$ cat config.mk
export PLATFORM = sky130hd
export DESIGN_NAME = jk_seq_ctrl
export DESIGN_NICKNAME = d
export VERILOG_FILES = /design/src/rtl/jk_seq_ctrl.sv
export SDC_FILE = /design/constraint.sdc
export NUM_CORES = 1
export LEC_CHECK = 0
export ABC_CLOCK_PERIOD_IN_PS = 1870
export CORE_ASPECT_RATIO = 1.25
export CORE_MARGIN = 3
export CORE_UTILIZATION = 44
export DETAILED_ROUTE_END_ITERATION = 10
export PLACE_DENSITY = 0.75
export RECOVER_POWER = 25
export SLEW_MARGIN = 5
export SYNTH_ARGS = -nofsm -noshare
export SYNTH_HDL_FRONTEND = slang
export SYNTH_SLANG_ARGS = --single-unit
$ cat constraint.sdc
create_clock -name Clk -period 1.87 [get_ports Clk]
set_input_delay 0.187 -clock Clk [delete_from_list [all_inputs] [get_ports Clk]]
set_output_delay 0.187 -clock Clk [all_outputs]
set_load 0.01 [all_outputs]
$ cat src/rtl/jk_seq_ctrl.sv
// rtl/jk_seq_ctrl.sv - sequence controller whose state lives in a JK flip-flop bank
//
// Purpose: runs an up, down, Gray or hold sequence from the current Q until Q
// reaches a latched target. Every change of Q goes through a WIDTH-bit JK bank
// driven by minimal J/K excitation. A run that has not reached the target after
// 2^WIDTH steps is aborted.
//
// Ports:
//   Clk      - clock, rising edge
//   RST_B    - asynchronous active-low reset
//   start    - request a run (sampled in IDLE)
//   mode     - 00 up, 01 down, 10 Gray, 11 hold (latched on start)
//   load     - parallel load of load_val (sampled in IDLE, wins over start)
//   load_val - parallel load value
//   target   - terminal value for a run (latched on start)
//   J, K     - per-bit excitation into the JK bank
//   Q        - JK bank state
//   busy     - high while in RUN
//   done     - one-cycle pulse when a run reaches its target
//   err      - one-cycle pulse when a run hits the step limit
module jk_seq_ctrl #(
  parameter int WIDTH = 4
) (
  input  logic             Clk,
  input  logic             RST_B,
  input  logic             start,
  input  logic [1:0]       mode,
  input  logic             load,
  input  logic [WIDTH-1:0] load_val,
  input  logic [WIDTH-1:0] target,
  output logic [WIDTH-1:0] J,
  output logic [WIDTH-1:0] K,
  output logic [WIDTH-1:0] Q,
  output logic             busy,
  output logic             done,
  output logic             err
);

  typedef enum logic [1:0] {
    IDLE = 2'd0,
    RUN  = 2'd1,
    DONE = 2'd2,
    ERR  = 2'd3
  } state_t;

  // The run aborts on the step that brings the count to 2^WIDTH.
  localparam logic [WIDTH:0] STEP_LIMIT = {1'b1, {WIDTH{1'b0}}};
  localparam logic [WIDTH:0] CNT_ONE    = {{WIDTH{1'b0}}, 1'b1};

  state_t           state, state_nxt;
  logic [WIDTH:0]   step_cnt, step_cnt_nxt;
  logic [1:0]       mode_l;
  logic [WIDTH-1:0] target_l;
  logic             latch_en;
  logic [WIDTH-1:0] want;      // desired next value of Q
  logic [WIDTH-1:0] step_val;  // successor of Q under the latched mode
  logic [WIDTH-1:0] gray_bin;

  function automatic logic [WIDTH-1:0] gray2bin(input logic [WIDTH-1:0] g);
    logic [WIDTH-1:0] b;
    b = g;
    for (int i = WIDTH - 2; i >= 0; i--) begin
      b[i] = b[i+1] ^ g[i];
    end
    return b;
  endfunction

  always_comb begin
    step_val = Q;
    gray_bin = gray2bin(Q) + WIDTH'(1);
    case (mode_l)
      2'b00:   step_val = Q + WIDTH'(1);
      2'b01:   step_val = Q - WIDTH'(1);
      2'b10:   step_val = gray_bin ^ (gray_bin >> 1);
      default: step_val = Q;
    endcase
  end

  always_comb begin
    state_nxt    = state;
    step_cnt_nxt = step_cnt;
    want         = Q;
    latch_en     = 1'b0;
    busy         = 1'b0;
    done         = 1'b0;
    err          = 1'b0;
    case (state)
      IDLE: begin
        // Qualified by RST_B so a held load cannot excite the bank during reset.
        if (RST_B) begin
          if (load) begin
            want = load_val;
          end else if (start) begin
            latch_en     = 1'b1;
            step_cnt_nxt = '0;
            state_nxt    = RUN;
          end
        end
      end
      RUN: begin
        busy         = 1'b1;
        want         = step_val;
        step_cnt_nxt = step_cnt + CNT_ONE;
        // Target match takes priority over the step limit on the same step.
        if (step_val == target_l) begin
          state_nxt = DONE;
        end else if (step_cnt_nxt == STEP_LIMIT) begin
          state_nxt = ERR;
        end
      end
      DONE: begin
        done      = 1'b1;
        state_nxt = IDLE;
      end
      ERR: begin
        err       = 1'b1;
        state_nxt = IDLE;
      end
      default: state_nxt = IDLE;
    endcase
    // Minimal excitation: J and K are never both high.
    J = ~Q & want;
    K = Q & ~want;
  end

  always_ff @(posedge Clk or negedge RST_B) begin
    if (!RST_B) begin
      state    <= IDLE;
      Q        <= '0;
      step_cnt <= '0;
      mode_l   <= 2'b00;
      target_l <= '0;
    end else begin
      state    <= state_nxt;
      Q        <= (J & ~Q) | (~K & Q);
      step_cnt <= step_cnt_nxt;
      if (latch_en) begin
        mode_l   <= mode;
        target_l <= target;
      end
    end
  end

endmodule
# After elaboration in Yosys (flattened, before gate mapping)
# Cells that the tools add are included.
[totals]
in_bits = 14
register_bits = 17
output_inout_bits = 15
elab_cells = 59
[classes]
mux = 21
n_bitwise = 12
eq_ne = 11
reduce_logical = 6
n_addsub = 4
[op_table]
columns = ["cell", "count"]
rows = [
  ["$and 4x4->4", 4],
  ["$mux 5", 3],
  ["$not 4->4", 3],
  ["$pmux 4 s3", 1],
  ["$mux 2", 5],
  ["$pmux 5 s2", 1],
  ["$add 4x1->4 const B", 2],
  ["$mux 4", 2],
  ["$pmux 4 s2", 1],
  ["$reduce_and 4->1", 2],
  ["$mux 1", 7],
  ["$eq 2x2->1 const B", 3],
  ["$ne 2x2->1 const B", 3],
  ["$pmux 2 s3", 1],
  ["$add 5x1->5 const B", 1],
  ["$eq 5x5->1 const B", 1],
  ["$eq 2x1->1 const B", 2],
  ["$eq 4x4->1", 1],
  ["$logic_not 2->1", 2],
  ["$or 4x4->4", 1],
  ["$sub 4x1->4 const B", 1],
  ["$xor 4x3->4", 1],
  ["$ne 3x3->1 const B", 1],
  ["$xor 1x1->1", 3],
  ["2 further kinds", 2],
]

# Depth between registers and ports, before layout
# Gate-level depths: netlist of run 1.
[depth]
word_depth = 12
mapped_depth = 10
depth_no_buf = 9

# Worst setup path after synthesis of run 1
# OpenSTA, ideal clock, no wires.
[synth_timing]
path_kind = "register -> output"
start = "register Q[3]"
end = "output J[3]"
n_path_buf = 1
arrival_time_ns = 2.129
path_slack_ns = -0.446
path_stages_with_launch = 10
t_required_ns = 1.683
cell_sequence = "dfrtp_1 buf_6 xor2_1 ha_1 xnor2_1 nand3b_1 a21oi_1 xnor2_2 mux2_2 nor3_1"
[synth_between]
elab_chain_len = 8
word_cells_on_any_way = 13
classes_between = "3 x add/sub; 4 x mux; 6 x bitwise"
[synth_rtl]
columns = ["item", "line_no", "source"]
rows = [
  ["from (decl)", "33", "output logic [WIDTH-1:0] Q,"],
  ["from (signal assigned)", "135", "Q <= (J & ~Q) | (~K & Q);"],
  ["$xor 1x1->1 (3 in series)", "63", "b[i] = b[i+1] ^ g[i];"],
  ["$add 4x1->4", "70", "gray_bin = gray2bin(Q) + WIDTH'(1);"],
  ["$xor 4x3->4", "74", "2'b10: step_val = gray_bin ^ (gray_bin >> 1);"],
  ["$pmux 4 s3", "71", "case (mode_l)"],
  ["$pmux 4 s2", "87", "case (state)"],
  ["$and 4x4->4 (*)", "122", "J = ~Q & want;"],
  ["to (decl)", "31", "output logic [WIDTH-1:0] J,"],
]
# Mark *: on every way between the ends. The rest lies on a longest branch, timed or not.

# Worst setup path in the final report of run 1
[layout_timing]
start = "register Q[2]"
end = "output J[3]"
[layout_between]
elab_chain_len = 8
word_cells_on_any_way = 10
classes_between = "3 x add/sub; 2 x mux; 5 x bitwise"
[layout_rtl]
columns = ["item", "line_no"]
rows = [
  ["$xor 1x1->1 (3 in series)", "63"],
  ["$add 4x1->4", "70"],
  ["$xor 4x3->4", "74"],
  ["$pmux 4 s3 (*)", "71"],
  ["$pmux 4 s2 (*)", "87"],
  ["$and 4x4->4 (*)", "122"],
]
# Marks and branches as above.

==> qor.yml, run 1 <==
min_period_over_period_pct: 133
ys_seq_area_share_pct: 35.0
cp_cell_sequence: "xor2_2, ha_4, xnor2_2, nand3b_1, a21oi_2, xnor2_2, mux2_4, nor3_4, buf_2"
maxSlewHeadroom_pct: 73.0
synth_nets: 153
cts_buffers: 3
hold_violations: 0
synth_compound_area_share_pct: 17.3
yosys.area_share.xor_xnor_pct: 9.27
synth-simple-area-share_pct: 20.1
cts_max_path_buffers: 2
path_max_fanout: 5
holdCritPathClass: "in -> async"
netlist_area_um2: 1210
crit_start: "Q[2]"
arrival_ns: 2.30
dr.pass1.iters: 4
path_common_cell: "xnor2_2"
synth-adder-area-share_pct: 3.09
fin_worst_skew_ns: 0.0200
yosysWarningCount: 0
htree_levels: 1
setup_viol: 11
violations: "negative setup slack"
cpMaxStageDelayCell: "dfrtp_1"
r2r-start: "Q[2]"
root_buffer: "clkbuf_4"
post_drt_via_cell_ratio: 5.45
drtIter0Drc: 31
vias: 1221
synthTopCellsByArea: "dfrtp_1 (35%), mux2_2 (6.5%), xor2_1 (5.8%)"
drv_cap: 0
synth_flop_cell: "dfrtp_1"
setup_ws_ns: -0.620
synthDistinctLibCells: 40
antenna_cells: 0
initial_core_util_pct: 48.1
nNetsFinal: 209
ff2ff_path_depth: 9
synthCells: 136
crit_required_ns: 1.68
rrSetupSlack_ns: -0.25
wire_per_inst_um: 16.8
yosysTopAreaCellShare_pct: 35.0
grt.total_usage_pct: 21.2
die_h_um: 64.8
drive_gt1_share_pct: 44.0
outcome: "finished with violations"
rsz0062_at_grt: "true"
hpwl_um: 2470
async_flop_share_pct: 100
period_minus_slack_ns: 2.49
max_slew.worst_pin.slew_ns: 0.404
slowest_delay_ns: 0.43
rows: 20
cts_tree: "done"
cts_sinks: 17
yosysTopAreaCell: "dfrtp_1"
antenna_found_initial: 0
synth_top_family_by_area: "simple AND/OR/NAND/NOR gates"
crit_type: "reg -> out"
cts_hold_buf: 0
clk_pin_slew_ns: 0.12
max_freq_mhz: 402
area_growth_pct: 60.9
first_global_vias: 1222
reg2reg_to: "state[1]"
hold_slack_ns: 0.307
synth_edf_count: 0
start_kind: "flip-flop"
fp.coreArea_um2: 2530
grt_pass1_wl_um: 5400
insertion_delay_ns: 0.30
totalWireLength_um: 3770
postSynthAreaPerCell_um2: 8.93
dieArea_um2: 3430
postRouteAntennaNets: 0
drc: 0
grt_overflow: 0
muxShareOfSynthArea_pct: 8.14
ys_ff_latch: 17
place_congestion: 0.945
end_kind: "output pin"
ios: 29
grt_max_degree: 20
io_buffers: 28
die_w_um: 53
drv_slew: 0
-- Yosys cell counts, drive strengths merged (2+ instances only) --
| master | number |
|---|---|
| ha | 3 |
| and2 | 4 |
| mux2i | 2 |
| nor3b | 3 |
| xor2 | 8 |
| a21oi | 7 |
| nor3 | 8 |
| clkbuf | 5 |
| and4b | 2 |
| a32oi | 2 |
| nand2 | 9 |
| dfrtp | 17 |
| a31oi | 4 |
| nor2b | 3 |
| buf | 5 |
| o21ai | 9 |
| inv | 8 |
| xnor2 | 4 |
| nand2b | 2 |
| nand3 | 3 |
| mux2 | 7 |
| nor2 | 6 |
-- critical path: cells and delay by family, from the launching register on --
family	cells	cell delay [ns]
AOI/OAI and AO/OA	1	0.19
and+or+nand+nor	2	0.21
DFF	1	0.43
adders and majority gates	1	0.32
muxes	1	0.28
xor gates and xnor gates	3	0.42
buffers and inverters	1	0.15
-- metrics by stage --
stage	setup WS (ns)	utilization (%)	std cells	setup TNS, ns	cell area, um^2
CTS	-0.641	71.3	224	-4.35	1800
global route	-0.714	77.3	224	-5.16	1950
detailed placement	-0.744	67.7	214	-4.89	1710
global placement	-0.657	67.7	214	-4.28	1710
finish	-0.620	77.3	224	-4.19	1950
floorplan	-0.321	-	136	-1.43	1240
-- sequential cells by signal, indices dropped and copies added (netlist names) --
name      count
state         2
step_cnt      5
mode_l        2
target_l      4
Q             4
-- routing by layer --
| metal | share of wire, % | up-vias | global-route usage, % |
|---|---|---|---|
| met2 | 55 | 27 | 40.4 |
| met3 | 3.4 | 9 | 2.07 |
| met4 | 2.2 | 0 | 6.07 |
| li1 | - | 584 | - |
| met5 | 0 | - | 0 |
| met1 | 39 | 601 | 23.9 |
-- what timing repair did --
item	4_1_cts	5_1_grt
pin swaps	11	17
buffers inserted	11	5
resized for setup	40	31
endpoints found under the setup margin	12	15
hold endpoints to repair	0	0
-- worst max path at each step --
| stage | cells after the start | slack [ns] | to |
|---|---|---|---|
| 6_report | 9 | -0.62 | J[3] |
| 3_5_place_dp | 9 | -0.74 | J[3] |
| 2_1_floorplan | 9 | -0.32 | J[3] |
| 5_1_grt | 9 | -0.71 | J[3] |
| 3_3_place_gp | 9 | -0.66 | J[3] |
| 4_1_cts | 9 | -0.64 | J[3] |
-- cells in the final DEF, fill, tap and decap left out, types with 3 or more instances in the layout --
cell type        synthesis  routed
nand3_1                  3       3
nand2_1                  9       9
inv_1                    8       6
nor3_1                   8       3
clkbuf_4                 0       3
clkdlybuf4s50_1          0      18
xor2_1                   8       3
nor3_2                   0       4
buf_4                    0      32
o21ai_0                  9       7
a31oi_1                  4       4
nor2_1                   6       3
xnor2_2                  1       3
buf_2                    3       7
a21oi_2                  0       3
dfrtp_1                 17      17
a21oi_1                  7       3
mux2_2                   7       6
xor2_4                   0       3
-- area by class of cell --
class	count	area, um^2
fillers	174	573
flip-flops and latches	17	425
clock buffers	3	22.5
inverters	8	30.0
well taps	33	41.3
clock inverters	1	7.51
multi-input cells	101	927
repair buffers	61	500
-- cell families after synthesis --
kind of cell / after synthesis
mux: 9
flops: 17
compound gates: 32
simple gates: 45
buf+inv: 18
fa+ha+maj: 3
xor+xnor: 12
Power of run 1 is not shown: default switching activity piles up to over one toggle a cycle in this logic, so the estimate is an artifact.
==> run 2, diff against run 1 <==
--- a/config.mk
+++ b/config.mk
@@ -5,12 +5,11 @@
 export SDC_FILE = /design/constraint.sdc
 export NUM_CORES = 1
 export LEC_CHECK = 0
-export ABC_CLOCK_PERIOD_IN_PS = 1870
+export ABC_CLOCK_PERIOD_IN_PS = 2600
 export CORE_ASPECT_RATIO = 1.25
-export CORE_MARGIN = 3
-export CORE_UTILIZATION = 44
+export CORE_UTILIZATION = 49
 export DETAILED_ROUTE_END_ITERATION = 10
-export PLACE_DENSITY = 0.75
+export PLACE_DENSITY = 0.79
 export RECOVER_POWER = 25
 export SLEW_MARGIN = 5
 export SYNTH_ARGS = -nofsm -noshare
==> constraint.sdc (replaced) <==
create_clock -name Clk -period 2.6 [get_ports Clk]
set_input_delay 0.26 -clock Clk [delete_from_list [all_inputs] [get_ports Clk]]
set_output_delay 0.26 -clock Clk [all_outputs]
set_load 0.01 [all_outputs]
==> run 2 against run 1 <==
Net effect:
- design area fell by 14%
- clock-buffer cell count rose by 1
- die area fell by 22%
- the run still ends with negative setup slack left
- highest routed layer unchanged
- worst hold slack improved by 0.062 ns
- final cell count fell by 5.4%
==> qor.yml, run 2 (synthesis results as in run 1) <==
htree_levels: 1
die_h_um: 57.7
period_minus_slack_ns: 2.62
nFillCells: 159
cts_buffers: 3
io_buffers: 28
ios: 29
end_kind: "output pin"
pre_cts_slack_ns: -0.0974
drtIter0Drc: 29
grt.total_usage_pct: 24.7
violations: "negative setup slack"
wire_per_inst_um: 14.8
r2r-start: "Q[2]"
arrival_ns: 2.36
maxSlewHeadroom_pct: 72.7
crit_start: "Q[2]"
root_buffer: "clkbuf_4"
drv_cap: 0
dieArea_um2: 2680
layout_commonest_cell: "buf_4"
antenna_found_initial: 0
crit_required_ns: 2.34
totalWireLength_um: 3140
rrSetupSlack_ns: 0.04
outcome: "finished with violations"
holdCritPathClass: "in -> async"
leakagePower_nw: 0.775
place_congestion: 0.908
post_drt_via_cell_ratio: 5.52
crit_type: "reg -> out"
reg2reg_to: "state[1]"
antenna_cells: 0
top_register: "step_cnt"
fp.coreArea_um2: 2260
stdcell_area_um2: 1680
max_freq_mhz: 381
layout_common_cells: "buf_4 (22), clkdlybuf4s50_1 (19), dfrtp_1 (17)"
drive_gt1_share_pct: 24.3
cts_tree: "done"
min_period_over_period_pct: 101
grt_overflow: 0
rsz0062_at_grt: "true"
max_slew.worst_pin.slew_ns: 0.407
start_kind: "flip-flop"
drc: 0
grt_max_degree: 20
hold_violations: 0
first_global_vias: 1087
total_power_mw: 2.81
fin_cells: 212
hold_slack_ns: 0.369
fin_worst_skew_ns: 0.00790
drv_slew: 0
die_w_um: 46.5
clk_pin_slew_ns: 0.10
vias: 1171
setup_ws_ns: -0.0221
reg.largest.list: "step_cnt x5, Q x4, target_l x4"
postRouteAntennaNets: 0
area_growth_pct: 38.1
nNetsFinal: 199
hpwl_um: 2250
setup_viol: 1
cts_sinks: 17
grt_pass1_wl_um: 4700
crit_end: "K[2]"
largest_reg_flops: 5
peakVddDrop_mv: 1.04
cts_max_path_buffers: 2
dr.pass1.iters: 5
insertion_delay_ns: 0.30
rows: 19
cts_hold_buf: 0
ff2ff_path_depth: 13
path_max_fanout: 4
dp.cells: 199
initial_core_util_pct: 53.8
power_density_nw_per_um2: 1670
place_area_um2: 1580
[run 2: power by group]
group	switching, mW	internal [mW]	total (mW)
clock network	0.0889	0.0599	0.149
registers	0.160	0.396	0.555
logic	0.991	1.11	2.10
[run 2: worst max-delay path, stage by stage (launching register included)]
cell	delay [ns]
dfrtp_1	0.40
xor2_1	0.21
ha_1	0.30
buf_6	0.15
nor2b_4	0.10
xnor2_1	0.07
o21ai_1	0.15
o211ai_1	0.17
o21a_1	0.24
and2_1	0.13
buf_2	0.13
[run 2: what timing repair did]
| action | 4_1_cts | 5_1_grt |
|---|---|---|
| resized for setup | 24 | 6 |
| pin swaps | 6 | 6 |
| endpoints found under the hold margin | 0 | 0 |
| endpoints found under the setup margin | 8 | 9 |
| cloned | 0 | 0 |
| setup buffers | 6 | 3 |
[run 2: cell type report]
cell class,count,area [um^2],area share (%)
timing repair buffer,51,433,25.8
multi-input combinational,101,724,43.2
sequential,17,425,25.4
inverter,8,30.0,1.79
clock buffer,4,26.3,1.57
tap,31,38.8,2.31
[run 2: worst min path at each step]
stage,start,endpoint,slack (ns),cells after the start
global route,RST_B,step_cnt[4],0.40,2
finish,RST_B,target_l[3],0.37,2
CTS,RST_B,step_cnt[3],0.33,2
global placement,target_l[3],target_l[3],0.52,1
detailed placement,target_l[2],target_l[2],0.52,1
floorplan,RST_B,Q[0],-0.04,0
[run 2: per-stage QoR]
stage | utilization, % | setup TNS (ns)
after detailed placement | 70.1 | -0.292
final | 74.3 | -0.0221
after global routing | 74.3 | -0.346
after floorplan | - | 0
after global placement | 70.1 | -0.0723
after CTS | 72.9 | -0.0201
[run 2: metal layers]
| layer | part of all wire [%] | GRT usage (%) | routed length [um] | up-vias |
|---|---|---|---|---|
| met1 | 41 | 28.6 | 1290 | 576 |
| met3 | 2.0 | 3.12 | 63 | 4 |
| met5 | 0 | 0 | 0 | - |
| met4 | 1.3 | 9.66 | 42 | 0 |
| li1 | - | - | - | 572 |
| met2 | 56 | 43.8 | 1750 | 19 |
No activity file was read; power rests on OpenSTA's default activity.
